### src/rtl/intc_irr_resolver.sv
// Interrupt request register with edge capture, priority resolution
// and the request/acknowledge handshake feeding the in-service register.
module intc_irr_resolver (
  input  logic       clk,
  input  logic       reset,
  input  logic [5:0] irq,
  input  logic [5:0] imr,
  input  logic [5:0] isr_in,
  input  logic       inta,
  output logic       intr,
  output logic       isr_ld,
  output logic [5:0] isr_din,
  output logic [2:0] vec,
  output logic [5:0] irr
);

  typedef enum logic [1:0] {
    S_IDLE,
    S_REQ,
    S_ACK
  } state_e;

  localparam logic [2:0] VecNone = 3'b111;

  state_e     state_q, state_d;
  logic [5:0] irq_q;
  logic [5:0] irr_q, irr_d;
  logic [2:0] vec_q, vec_d;
  logic [5:0] din_q, din_d;

  logic [5:0] rise;
  logic [5:0] elig;
  logic       any_elig;
  logic [2:0] sel;
  logic [5:0] sel_oh;
  logic [5:0] clr;
  logic       blk;

  assign rise = irq & ~irq_q;

  // An active in-service bit blocks its own level and everything below it.
  always_comb begin
    blk  = 1'b0;
    elig = '0;
    for (int i = 0; i < 6; i++) begin
      blk     = blk | isr_in[i];
      elig[i] = irr_q[i] & ~imr[i] & ~blk;
    end
  end

  always_comb begin
    sel = VecNone;
    for (int i = 5; i >= 0; i--) begin
      if (elig[i]) sel = 3'(i);
    end
  end

  assign any_elig = |elig;
  assign sel_oh   = any_elig ? (6'b000001 << sel) : 6'b000000;

  always_comb begin
    state_d = state_q;
    vec_d   = vec_q;
    din_d   = din_q;
    clr     = '0;
    unique case (state_q)
      S_IDLE: begin
        if (any_elig) state_d = S_REQ;
      end
      S_REQ: begin
        if (inta) begin
          state_d = S_ACK;
          if (any_elig) begin
            vec_d = sel;
            din_d = sel_oh;
            clr   = sel_oh;
          end else begin
            vec_d = VecNone;
            din_d = '0;
          end
        end else if (!any_elig) begin
          state_d = S_IDLE;
        end
      end
      S_ACK: begin
        state_d = S_IDLE;
      end
      default: begin
        state_d = S_IDLE;
      end
    endcase
  end

  // A fresh edge on the bit being granted stays pending.
  assign irr_d = (irr_q & ~clr) | rise;

  always_ff @(posedge clk or posedge reset) begin
    if (reset) begin
      state_q <= S_IDLE;
      irq_q   <= '0;
      irr_q   <= '0;
      vec_q   <= VecNone;
      din_q   <= '0;
    end else begin
      state_q <= state_d;
      irq_q   <= irq;
      irr_q   <= irr_d;
      vec_q   <= vec_d;
      din_q   <= din_d;
    end
  end

  assign intr    = (state_q == S_REQ);
  assign isr_ld  = (state_q == S_ACK) && (vec_q != VecNone);
  assign isr_din = (state_q == S_ACK) ? din_q : 6'b000000;
  assign vec     = vec_q;
  assign irr     = irr_q;

endmodule
### config.mk
export PLATFORM = sky130hd
export DESIGN_NAME = intc_irr_resolver
export DESIGN_NICKNAME = d
export VERILOG_FILES = /design/src/rtl/intc_irr_resolver.sv
export SDC_FILE = /design/constraint.sdc
export NUM_CORES = 1
export LEC_CHECK = 0
export BUFFER_PORTS_ARGS = -buffer_cell sky130_fd_sc_hd__buf_2
export CAP_MARGIN = 10
export CORE_MARGIN = 2
export CORE_UTILIZATION = 40
export CTS_CLUSTER_SIZE = 40
export DETAILED_ROUTE_END_ITERATION = 10
export GPL_ROUTABILITY_DRIVEN = 0
export PLACE_DENSITY = 0.73
export REMOVE_ABC_BUFFERS = 1
export SKIP_CTS_REPAIR_TIMING = 1
export SLEW_MARGIN = 20
export SYNTH_ARGS = -nofsm -noshare
export SYNTH_HDL_FRONTEND = slang
export SYNTH_SLANG_ARGS = --single-unit
### constraint.sdc
create_clock -name clk -period 2.45 [get_ports clk]
set_clock_uncertainty 0.15 [all_clocks]
set_input_delay 0.1225 -clock clk [delete_from_list [all_inputs] [get_ports clk]]
set_output_delay 0.1225 -clock clk [all_outputs]
set_load 0.01 [all_outputs]
Yosys cells after proc, flatten, opt, wreduce, memory -nomap -nowiden:

Index checks and enable logic that the tools add are counted.

* bits in registers: 23

* equality and inequality tests: 5
* shift-type cells: 1
* multiplexer cells: 15
* bitwise operators: 34
* reduce and logical (&&, ||, !) cells: 5

Operators with widths (count)
* two-way mux 6 bit: 4
* two-way mux 3 bit: 6
* bitwise AND 1 bit: 12
* bitwise AND 6 bit: 2
* NOT 1 bit: 12
* NOT 6 bit: 2
* two-way mux 2 bit: 4
* inequality test 3 bit (second input constant): 2
* bitwise OR 6 bit: 1
* OR reduction 6 bit: 1
* left shift 1 x 3 -> 6 bit (first input constant): 1
* bitwise OR 1 bit: 5
* case mux 2 bit (2 select lines): 1
* AND reduction 2 bit: 2
* equality test 2 x 1 -> 1 bit (second input constant): 1
* equality test 2 bit (second input constant): 1
* zero test 2 bit: 1
* inequality test 2 bit (second input constant): 1
* logical AND 1 bit: 1

Depth between registers and ports, before layout:

Gate-level depths: netlist of the first run.

* word-level depth: 20
* depth in mapped cells: 6
* gate-level depth less buffers: 4

Worst setup path before layout of the first run:

No wires, ideal clock.

* path type: register -> register
* start point: register irr_q[5] (netlist: irr[5])
* end point: register din_q[5]
* setup time: 0.076 ns
* arrival time: 1.827 ns
* required time: 2.224 ns
* path slack: 0.397 ns
* cell stages (with the launch flop): 5
* path buffers: 0
* cell sequence: dfrtp_1 -> or3b_2 -> a211o_1 -> or4_4 -> o21ai_2

* longest elaborated chain between the ends: 10
* elaborated cells on any way between the ends: 11

Ends and longest elaborated chain
* start: declaration: RTL line 27 `logic [5:0] irr_q, irr_d;`
* start signal: assignment: RTL line 107 `irr_q <= irr_d;`
* bitwise AND 1 bit * (2 in a row): RTL line 47 `elig[i] = irr_q[i] & ~imr[i] & ~blk;`
* two-way mux 2 bit: RTL line 54 `if (elig[i]) sel = 3'(i);`
* two-way mux 3 bit (5 in a row): RTL line 54
* left shift 1 x 3 -> 6 bit: RTL line 59 `assign sel_oh = any_elig ? (6'b000001 << sel) : 6'b000000;`
* two-way mux 6 bit *: RTL line 73 `if (any_elig) begin`
* end signal: assignment: RTL line 109 `din_q <= din_d;`
* end: declaration: RTL line 29 `logic [5:0] din_q, din_d;`

Every way passes the cells marked *; elsewhere a longest branch is shown, timed or not.
A chain may end at the register's enable or synchronous reset.

Final worst setup path of the first run:

* start point: register irr_q[1] (netlist: irr[1])
* end point: register irr_q[3] (netlist: irr[3])

* longest elaborated chain between the ends: 11
* elaborated cells on any way between the ends: 12

Ends and longest elaborated chain
* bitwise AND 1 bit * (2 in a row): RTL line 47
* two-way mux 3 bit (2 in a row): RTL line 54
* left shift 1 x 3 -> 6 bit: RTL line 59
* two-way mux 6 bit *: RTL line 73
* two-way mux 6 bit *: RTL line 71 `if (inta) begin`
* two-way mux 6 bit *: RTL line 66 `unique case (state_q)`
* NOT 6 bit *: RTL line 95 `assign irr_d = (irr_q & ~clr) | rise;`
* bitwise AND 6 bit *: RTL line 95
* bitwise OR 6 bit *: RTL line 95
* net irr_d[3]: RTL line 27

The timed path passes the listed nets; every way through them passes the cells marked *.

==> results of run 1 <==
## registers in the layout, indices dropped and copies added, names as in the netlist
signal   cells
vec          3
din_q        6
state_q      2
irr          6
irq_q        6
## final cells by class
cell class	count	area [um^2]
clock buffer	3	22.5
sequential	23	579
multi-input combinational	65	432
tap	30	37.5
timing repair buffer	45	265
fill	241	1120
inverter	10	37.5
clock inverter	1	5.00
## Yosys cell counts (all sizes together) (2+ instances only)
cell,count,area share
or3b,2,0.017
nor2b,2,0.012
and2,6,0.035
a211oi,2,0.014
inv,10,0.035
nand2b,2,0.012
a21oi,2,0.0094
dfrtp,20,0.47
or4,2,0.021
o21ai,9,0.050
o221ai,2,0.017
nand2,11,0.039
or2,2,0.012
a31oi,3,0.018
nor2,2,0.0071
o31ai,4,0.028
dfstp,3,0.074
## per-stage QoR
stage               power (mW)  utilization  area, um^2  setup WS [ps]
floorplan                0.546            -        1050            397
global placement         0.609        0.509        1270            344
detailed placement       0.616        0.509        1270            334
CTS                      0.790        0.520        1300            310
global route             0.839        0.552        1380            234
finish                   0.794        0.552        1380            293
## power by group through the flow
stage | registers (mW) | logic [mW] | clock network [mW]
after floorplan | 0.473 | 0.0731 | 0
after global routing | 0.467 | 0.174 | 0.199
after detailed placement | 0.468 | 0.148 | 0
after global placement | 0.464 | 0.145 | 0
final | 0.459 | 0.156 | 0.179
after CTS | 0.461 | 0.149 | 0.181
## final timing paths
check	startpoint	to	slack, ps	depth (start not counted)
worst min-delay path	imr[0]	din_q[0]	20	3
max in group asynchronous	reset	din_q[2]	1290	3
worst min register to register	irq_q[0]	irr[0]	280	1
worst max register to register	irr[1]	irr[3]	290	4
min in group asynchronous	reset	din_q[0]	340	3
worst max-delay path	irr[1]	irr[3]	290	4
## critical path: cells and delay by family, from the launching register on
kind,cells,cell delay [ps]
AO/OA/AOI/OAI,2,670
flip-flops,1,410
AND/OR/NAND/NOR,2,820
## logic make-up after synthesis
kind of cell	count (synthesis)
flops	23
compound gates	29
simple gates	35
mux	1
buf+inv	12
## layer usage
metal	part of all wire	global-route usage
met1	0.45	0.218
met2	0.47	0.264
met3	0.057	0.0304
met4	0.020	0.0662
met5	0	0
==> Flow_metrics.wiki, run 1 <==
{| class="wikitable"
! Metric !! Value
|-
| Finished Layout Cells || 177
|-
| Buffer depth of the longest clock path || 2
|-
| P per Cell Area || 576 mW/mm^2
|-
| Total of buffers placed on input and output ports || 37
|-
| Final cycle utilization of the critical path || 0.881
|-
| Reported max-cap violation count || 0
|-
| Final routed wirelength across all metal layers || 2.36 mm
|-
| Clk pin slew, worst setup/hold paths || 130 ps
|-
| Largest family of logic cells by synthesized area || simple AND/OR/NAND/NOR gates
|-
| Root Driver || sky130_fd_sc_hd__clkbuf_4
|-
| Maximum fanout encountered on the critical timing path || 6
|-
| Share of final-layout standard cells stronger than drive strength 1 || 0.374
|-
| Number of instances in the synthesized netlist || 100
|-
| Normalized max-slew margin || 0.442
|-
| Post-synthesis cell area || 0.00106 mm^2
|-
| Largest net degree at the start of global routing || 24
|-
| Drt drc || 0
|-
| Mapped Avg Cell Area || 10.6 um^2
|-
| Standard-cell rows || 18
|-
| Per-cell via count in the routed design || 5.21
|-
| Worst hold slack across all endpoints || 17.3 ps
|-
| Synthesized-area fraction occupied by xor and xnor cells || 0
|-
| TritonCTS clock tree || done
|-
| Global-route wire length before repair || 4.05 mm
|-
| Cell internal pwr || 565 uW
|-
| Overall Global Routing Usage || 0.164
|-
| Initial antenna violation count || 0
|-
| Multiplexer share of the synthesized area || 0.0106
|-
| Die height || 55.5 um
|-
| Transition time of the tightest slew-check pin || 836 ps
|-
| Detailed Routing Iterations Pass 1 || 4
|-
| Unrepaired setup endpoints after global routing || no
|-
| Antenna-violating nets left || 0
|-
| Inserted Diodes || 0
|-
| Num CTS Buffers || 3
|-
| Tmin final || 2160 ps
|-
| Clock Sink Count || 23
|-
| Overflow left after global routing || 0
|-
| Compound-Gate Fraction of Synth Area || 0.198
|-
| Final Hold Violating Endpoints || 0
|-
| Post-Route Setup TNS || 0 ps
|-
| EDFF count, synth || 0
|-
| Die area || 0.00308 mm^2
|-
| Combinational share of power || 0.197
|-
| Slowest stage cell, crit path || sky130_fd_sc_hd__or4b_2
|-
| Insertion delay to the later sink of the worst-skew pair || 320 ps
|-
| Adder-cell share of the synthesized area || 0
|-
| Area growth, synth to finish || 30.1%
|-
| Crit path arrival time || 2220 ps
|-
| Initial Util || 0.424
|-
| Top-level I/O count || 38
|-
| Most instantiated flip-flop cell in the synthesis netlist || sky130_fd_sc_hd__dfrtp_1
|-
| CP Launch Type || register
|-
| Path class of the lowest-slack min-delay path || input pin to register
|-
| Result of the run || finished clean
|-
| P_leak || 0.647 nW
|-
| Fraction of registers with async set/reset || 1.00
|-
| Number of warnings reported in the yosys synthesis log || 0
|-
| H-tree Lvls || 1
|-
| Placed wire-length estimate || 1.71 mm
|-
| Via count of the first global-routing pass || 903
|-
| Most used cells in the layout excluding fill and tap cells || 37 x sky130_fd_sc_hd__buf_2, 20 x sky130_fd_sc_hd__dfrtp_1, 11 x sky130_fd_sc_hd__nand2_1
|-
| Horiz. Die Dim || 55.5 um
|-
| Share of the yosys chip area belonging to registers || 0.547
|-
| Total number of vias || 922
|-
| Cell total after placement || 165
|-
| Number of DRC violations after detailed-routing iteration 0 || 24
|-
| Switching power as a share of total power || 0.288
|-
| Simple-gate area share of the yosys netlist || 0.198
|-
| Area inside the core boundary || 0.00250 mm^2
|-
| Number of synthesized register bits || 23
|-
| Crit path cell chain || or4b_2 -> nand3b_1 -> o221ai_1 -> a221o_1
|-
| Synth unique cells || 34
|-
| Critical setup path kind || register to register
|-
| Register share of total power || 0.578
|-
| Critical path capture point type || register
|-
| Worst Path Required || 2520 ps
|-
| Drt wl/cell || 13.3 um
|-
| Largest incremental delay on the critical path || 670 ps
|-
| Slew Limit Fails || 0
|-
| Most common cell after layout, fill and taps aside || sky130_fd_sc_hd__buf_2
|-
| Peak clock frequency supported by timing || 0.464 GHz
|-
| Worst-case vdd ir drop || 411 uV
|-
| Total net switching power || 229 uW
|-
| Proportion of power drawn by the clock network || 0.226
|-
| Total of endpoints with negative setup slack in the final report || 0
|-
| Number of nets in the layout || 169
|}
(Power assumes the default switching activity.)
==> inputs of run 2 (changes only) <==
==> constraint.sdc (replaced) <==
create_clock -name clk -period 2.45 [get_ports clk]
set_clock_uncertainty 0.15 [all_clocks]
set_input_delay 0.49 -clock clk [delete_from_list [all_inputs] [get_ports clk]]
set_output_delay 0.49 -clock clk [all_outputs]
set_load 0.01 [all_outputs]
==> Flow_metrics.wiki, run 2 (synthesis results as in run 1) <==
{| class="wikitable"
! Metric !! Value
|-
| Result of the run || finished clean
|-
| Antenna-violating nets left || 0
|-
| Most repeated library cell on the critical path || sky130_fd_sc_hd__o221ai_1
|-
| Reported max-cap violation count || 0
|-
| Wire length the detailed router placed on met1 || 1.02 mm
|-
| CP Launch Type || input pin
|-
| FILL cells || 248
|-
| Crit path arrival time || 2120 ps
|-
| Overflow left after global routing || 0
|-
| Number of nets in the layout || 163
|-
| Total of endpoints with negative setup slack in the final report || 0
|-
| Detail Route met3 WL || 134 um
|-
| Tmin final || 2100 ps
|-
| Placed inst area || 0.00129 mm^2
|-
| Post-route cell area || 0.00131 mm^2
|-
| Metal2 WL || 1.09 mm
|-
| Cell total after placement || 167
|-
| Most used cells in the layout excluding fill and tap cells || 37 x sky130_fd_sc_hd__buf_2, 20 x sky130_fd_sc_hd__dfrtp_1, 11 x sky130_fd_sc_hd__nand2_1
|-
| Largest delay contributor family on the critical path || simple AND/OR/NAND/NOR gates
|-
| Share of final-layout standard cells stronger than drive strength 1 || 0.397
|-
| Largest incremental delay on the critical path || 530 ps
|-
| TritonCTS clock tree || done
|-
| Maximum fanout encountered on the critical timing path || 6
|-
| Critical setup path kind || input pin to register
|-
| Die area || 0.00308 mm^2
|-
| Standard-cell rows || 18
|-
| Insertion delay to the later sink of the worst-skew pair || 310 ps
|-
| Unrepaired setup endpoints after global routing || no
|-
| Die height || 55.5 um
|-
| Drt drc || 0
|-
| Slew Limit Fails || 0
|-
| Area inside the core boundary || 0.00250 mm^2
|-
| Finished Layout Cells || 171
|-
| Top-level I/O count || 38
|-
| Start point of the critical path || isr_in[0]
|-
| Normalized max-slew margin || 0.447
|-
| Overall Global Routing Usage || 0.157
|-
| Post-Route Setup TNS || 0 ps
|-
| Via count of the first global-routing pass || 873
|-
| Crit path cell chain || buf_2 -> or4_4 -> or2_2 -> o221ai_1 -> o221ai_1
|-
| Num CTS Buffers || 3
|-
| P per Cell Area || 593 mW/mm^2
|-
| Inserted Diodes || 0
|-
| Origin of the critical flop-to-flop path || irr[1]
|-
| Worst-case vdd ir drop || 393 uV
|-
| Most common cell after layout, fill and taps aside || sky130_fd_sc_hd__buf_2
|-
| Slowest stage cell, crit path || sky130_fd_sc_hd__or4_4
|-
| Per-cell via count in the routed design || 5.19
|-
| Number of DRC violations after detailed-routing iteration 0 || 31
|-
| Hold Startpoint || irq[3]
|-
| Critical path buffer and inverter count || 1
|-
| Initial Util || 0.424
|-
| Total of buffers placed on input and output ports || 37
|-
| Top routing layer used || met4
|-
| Area growth, synth to finish || 23.8%
|-
| Root Driver || sky130_fd_sc_hd__clkbuf_4
|-
| Buffer depth of the longest clock path || 2
|-
| Clock Sink Count || 23
|-
| Total design power || 779 uW
|-
| H-tree Lvls || 1
|-
| Path class of the lowest-slack min-delay path || input pin to register
|-
| Clk pin slew, worst setup/hold paths || 120 ps
|-
| Total number of vias || 888
|-
| Detailed Routing Iterations Pass 1 || 4
|-
| Final cycle utilization of the critical path || 0.857
|-
| Largest net degree at the start of global routing || 24
|-
| Horiz. Die Dim || 55.5 um
|-
| P_leak || 0.619 nW
|-
| Initial antenna violation count || 0
|-
| Peak clock frequency supported by timing || 0.476 GHz
|-
| Worst Path Required || 2470 ps
|-
| Global-route wire length before repair || 3.84 mm
|-
| Final routed wirelength across all metal layers || 2.26 mm
|-
| Drt wl/cell || 13.2 um
|-
| Critical path capture point type || register
|-
| Final Hold Violating Endpoints || 0
|-
| Transition time of the tightest slew-check pin || 829 ps
|-
| Placed wire-length estimate || 1.77 mm
|}
## run 2: changes by cell type in the layout (fill, tap and decap cells not counted), sizes merged
cell         before  now
dlygate4sd3       8    0
buf              37   39
clkinv            1    0
clkbuf            3    4
## run 2: cell type report
| class | count | area, um^2 | area share |
|---|---|---|---|
| clock buffer | 4 | 26.3 | 0.0200 |
| multi-input combinational | 65 | 432 | 0.329 |
| tap | 30 | 37.5 | 0.0286 |
| sequential | 23 | 579 | 0.441 |
| timing repair buffer | 39 | 200 | 0.153 |
| inverter | 10 | 37.5 | 0.0286 |
## run 2: stage by stage
stage | setup slack, ps | hold WS, ps | utilization
after floorplan | 263 | 250 | -
after global placement | 50.7 | 253 | 0.515
after detailed placement | 16.2 | 260 | 0.515
after CTS | 358 | 137 | 0.525
after global routing | 264 | 127 | 0.525
final | 351 | 143 | 0.525
## run 2: layer usage
metal  GRT usage  vias to the layer above
li1            -                      443
met1       0.198                      411
met2       0.264                       31
met3      0.0328                        3
met4      0.0592                        0
met5           0                        -
## run 2: worst paths after layout
check / to / slack, ps / cells past startpoint
max: irr[2] / 350 / 5
min: irq_q[3] / 140 / 1
max reg2reg: irr[3] / 390 / 4
min reg2reg: irr[0] / 270 / 1
max in group asynchronous: irr[2] / 1460 / 2
min in group asynchronous: din_q[4] / 170 / 2
## run 2: power breakdown
group	switching [mW]	total (mW)	internal, mW
clock network	0.108	0.171	0.0636
logic	0.0849	0.149	0.0638
registers	0.0259	0.459	0.433
total	0.218	0.779	0.561
==> inputs of run 3 (changes only) <==
--- a/config.mk
+++ b/config.mk
@@ -12,7 +12,8 @@
 export CTS_CLUSTER_SIZE = 40
 export DETAILED_ROUTE_END_ITERATION = 10
 export GPL_ROUTABILITY_DRIVEN = 0
-export PLACE_DENSITY = 0.73
+export PLACE_DENSITY = 0.67
+export RECOVER_POWER = 25
 export REMOVE_ABC_BUFFERS = 1
 export SKIP_CTS_REPAIR_TIMING = 1
 export SLEW_MARGIN = 20
==> Flow_metrics.wiki, run 3 (synthesis results as in run 1) <==
{| class="wikitable"
! Metric !! Value
|-
| Standard-cell rows || 18
|-
| P_leak || 0.608 nW
|-
| H-tree Lvls || 1
|-
| Via count of the first global-routing pass || 882
|-
| Post-Route Setup TNS || 0 ps
|-
| Die area || 0.00308 mm^2
|-
| Placed inst area || 0.00129 mm^2
|-
| Final cycle utilization of the critical path || 0.899
|-
| Origin of the critical flop-to-flop path || irr[5]
|-
| Register share of total power || 0.592
|-
| Worst hold slack across all endpoints || 150 ps
|-
| Drt wl/cell || 13.5 um
|-
| Post-route cell area || 0.00131 mm^2
|-
| Root Driver || sky130_fd_sc_hd__clkbuf_4
|-
| Horiz. Die Dim || 55.5 um
|-
| Clock Sink Count || 23
|-
| Reported max-cap violation count || 0
|-
| Total number of vias || 920
|-
| Path depth of the worst reg2reg path || 4
|-
| Number of DRC violations after detailed-routing iteration 0 || 28
|-
| Largest net degree at the start of global routing || 24
|-
| Area growth, synth to finish || 23.4%
|-
| Worst hold endpoint || irq_q[3]
|-
| Endpoint of the worst register-to-register path || din_q[5]
|-
| Critical path capture point type || register
|-
| Insertion delay to the later sink of the worst-skew pair || 300 ps
|-
| Normalized max-slew margin || 0.456
|-
| Clk pin slew, worst setup/hold paths || 120 ps
|-
| Number of nets in the layout || 163
|-
| Placed wire-length estimate || 1.81 mm
|-
| Combined flip-flop and latch cell area || 579 um^2
|-
| Overflow left after global routing || 0
|-
| Maximum fanout encountered on the critical timing path || 6
|-
| Most used cells in the layout excluding fill and tap cells || 32 x sky130_fd_sc_hd__buf_2, 20 x sky130_fd_sc_hd__dfrtp_1, 11 x sky130_fd_sc_hd__nand2_1
|-
| P per Cell Area || 594 mW/mm^2
|-
| Unrepaired setup endpoints after global routing || no
|-
| Global-route wire length before repair || 4.01 mm
|-
| Num CTS Buffers || 3
|-
| Total net switching power || 220 uW
|-
| Number of cells on the worst hold path || 1
|-
| Switching power as a share of total power || 0.283
|-
| Total of buffers placed on input and output ports || 37
|-
| Transition time of the tightest slew-check pin || 815 ps
|-
| Final routed wirelength across all metal layers || 2.31 mm
|-
| Crit path arrival time || 2200 ps
|-
| Share of final-layout standard cells stronger than drive strength 1 || 0.369
|-
| Cell internal pwr || 557 uW
|-
| Combinational share of power || 0.191
|-
| Critical setup path kind || input pin to register
|-
| Detailed Routing Iterations Pass 1 || 4
|-
| Post-layout utilization of the core || 0.523
|-
| Per-cell via count in the routed design || 5.38
|-
| Die height || 55.5 um
|-
| Result of the run || finished clean
|-
| Proportion of power drawn by the clock network || 0.216
|-
| Initial antenna violation count || 0
|-
| FILL cells || 239
|-
| Multi-input logic area || 432 um^2
|-
| Total of endpoints with negative setup slack in the final report || 0
|-
| CP Launch Type || input pin
|-
| TritonCTS clock tree || done
|-
| Top-level I/O count || 38
|-
| Worst-case register-to-register setup slack || 380 ps
|-
| Slew Limit Fails || 0
|-
| Worst Path Required || 2450 ps
|-
| Path class of the lowest-slack min-delay path || input pin to register
|-
| Final Hold Violating Endpoints || 0
|-
| Drt drc || 0
|-
| Hold Startpoint || irq[3]
|-
| Cell total after placement || 167
|-
| Antenna-violating nets left || 0
|-
| Buffer depth of the longest clock path || 2
|-
| Most common cell after layout, fill and taps aside || sky130_fd_sc_hd__buf_2
|-
| Overall Global Routing Usage || 0.158
|-
| Area inside the core boundary || 0.00250 mm^2
|-
| Finished Layout Cells || 171
|-
| Peak clock frequency supported by timing || 0.454 GHz
|-
| Worst-case vdd ir drop || 539 uV
|-
| Initial Util || 0.424
|-
| Tmin final || 2200 ps
|-
| Inserted Diodes || 0
|}
==> run 3: worst max-delay path, cell delays in order <==
cell	delay, ps
sky130_fd_sc_hd__buf_2	130
sky130_fd_sc_hd__or4_4	540
sky130_fd_sc_hd__or2_2	310
sky130_fd_sc_hd__o221ai_1	490
sky130_fd_sc_hd__o221ai_1	240
==> run 3: per-stage QoR <==
stage	total power [mW]	setup slack, ps
floorplan	0.546	263
global placement	0.611	42.3
detailed placement	0.620	-59.2
CTS	0.786	263
global route	0.826	169
finish	0.777	248
==> run 3: final cells by class <==
cell class / count / share of cell area
well taps: 30 / 0.0287
multi-input cells: 65 / 0.330
inverters: 10 / 0.0287
repair buffers: 39 / 0.148
flip-flops and latches: 23 / 0.443
clock inverters: 1 / 0.00383
clock buffers: 3 / 0.0172
==> run 3: metal layers <==
layer	vias up	routed length, um	track usage
met1	448	965	0.208
met4	0	13	0.0244
met2	22	1220	0.281
met3	2	115	0.0234
met5	-	0	0
li1	448	-	-
==> run 3: power by group through the flow <==
stage	clock, mW	combinational (mW)	sequential [mW]
2_1_floorplan	0	0.0731	0.473
3_3_place_gp	0	0.147	0.465
3_5_place_dp	0	0.151	0.469
4_1_cts	0.173	0.152	0.461
5_1_grt	0.191	0.168	0.468
6_report	0.168	0.149	0.460
==> run 3: worst max path at each step <==
stage	from	endpoint	slack [ps]	depth (start not counted)
after floorplan	isr_in[1]	din_q[5]	260	4
after global placement	isr_in[1]	irr[2]	40	5
after detailed placement	isr_in[1]	irr[2]	-60	5
after CTS	isr_in[1]	irr[2]	260	5
after global routing	isr_in[0]	irr[2]	170	5
final	isr_in[0]	irr[2]	250	5
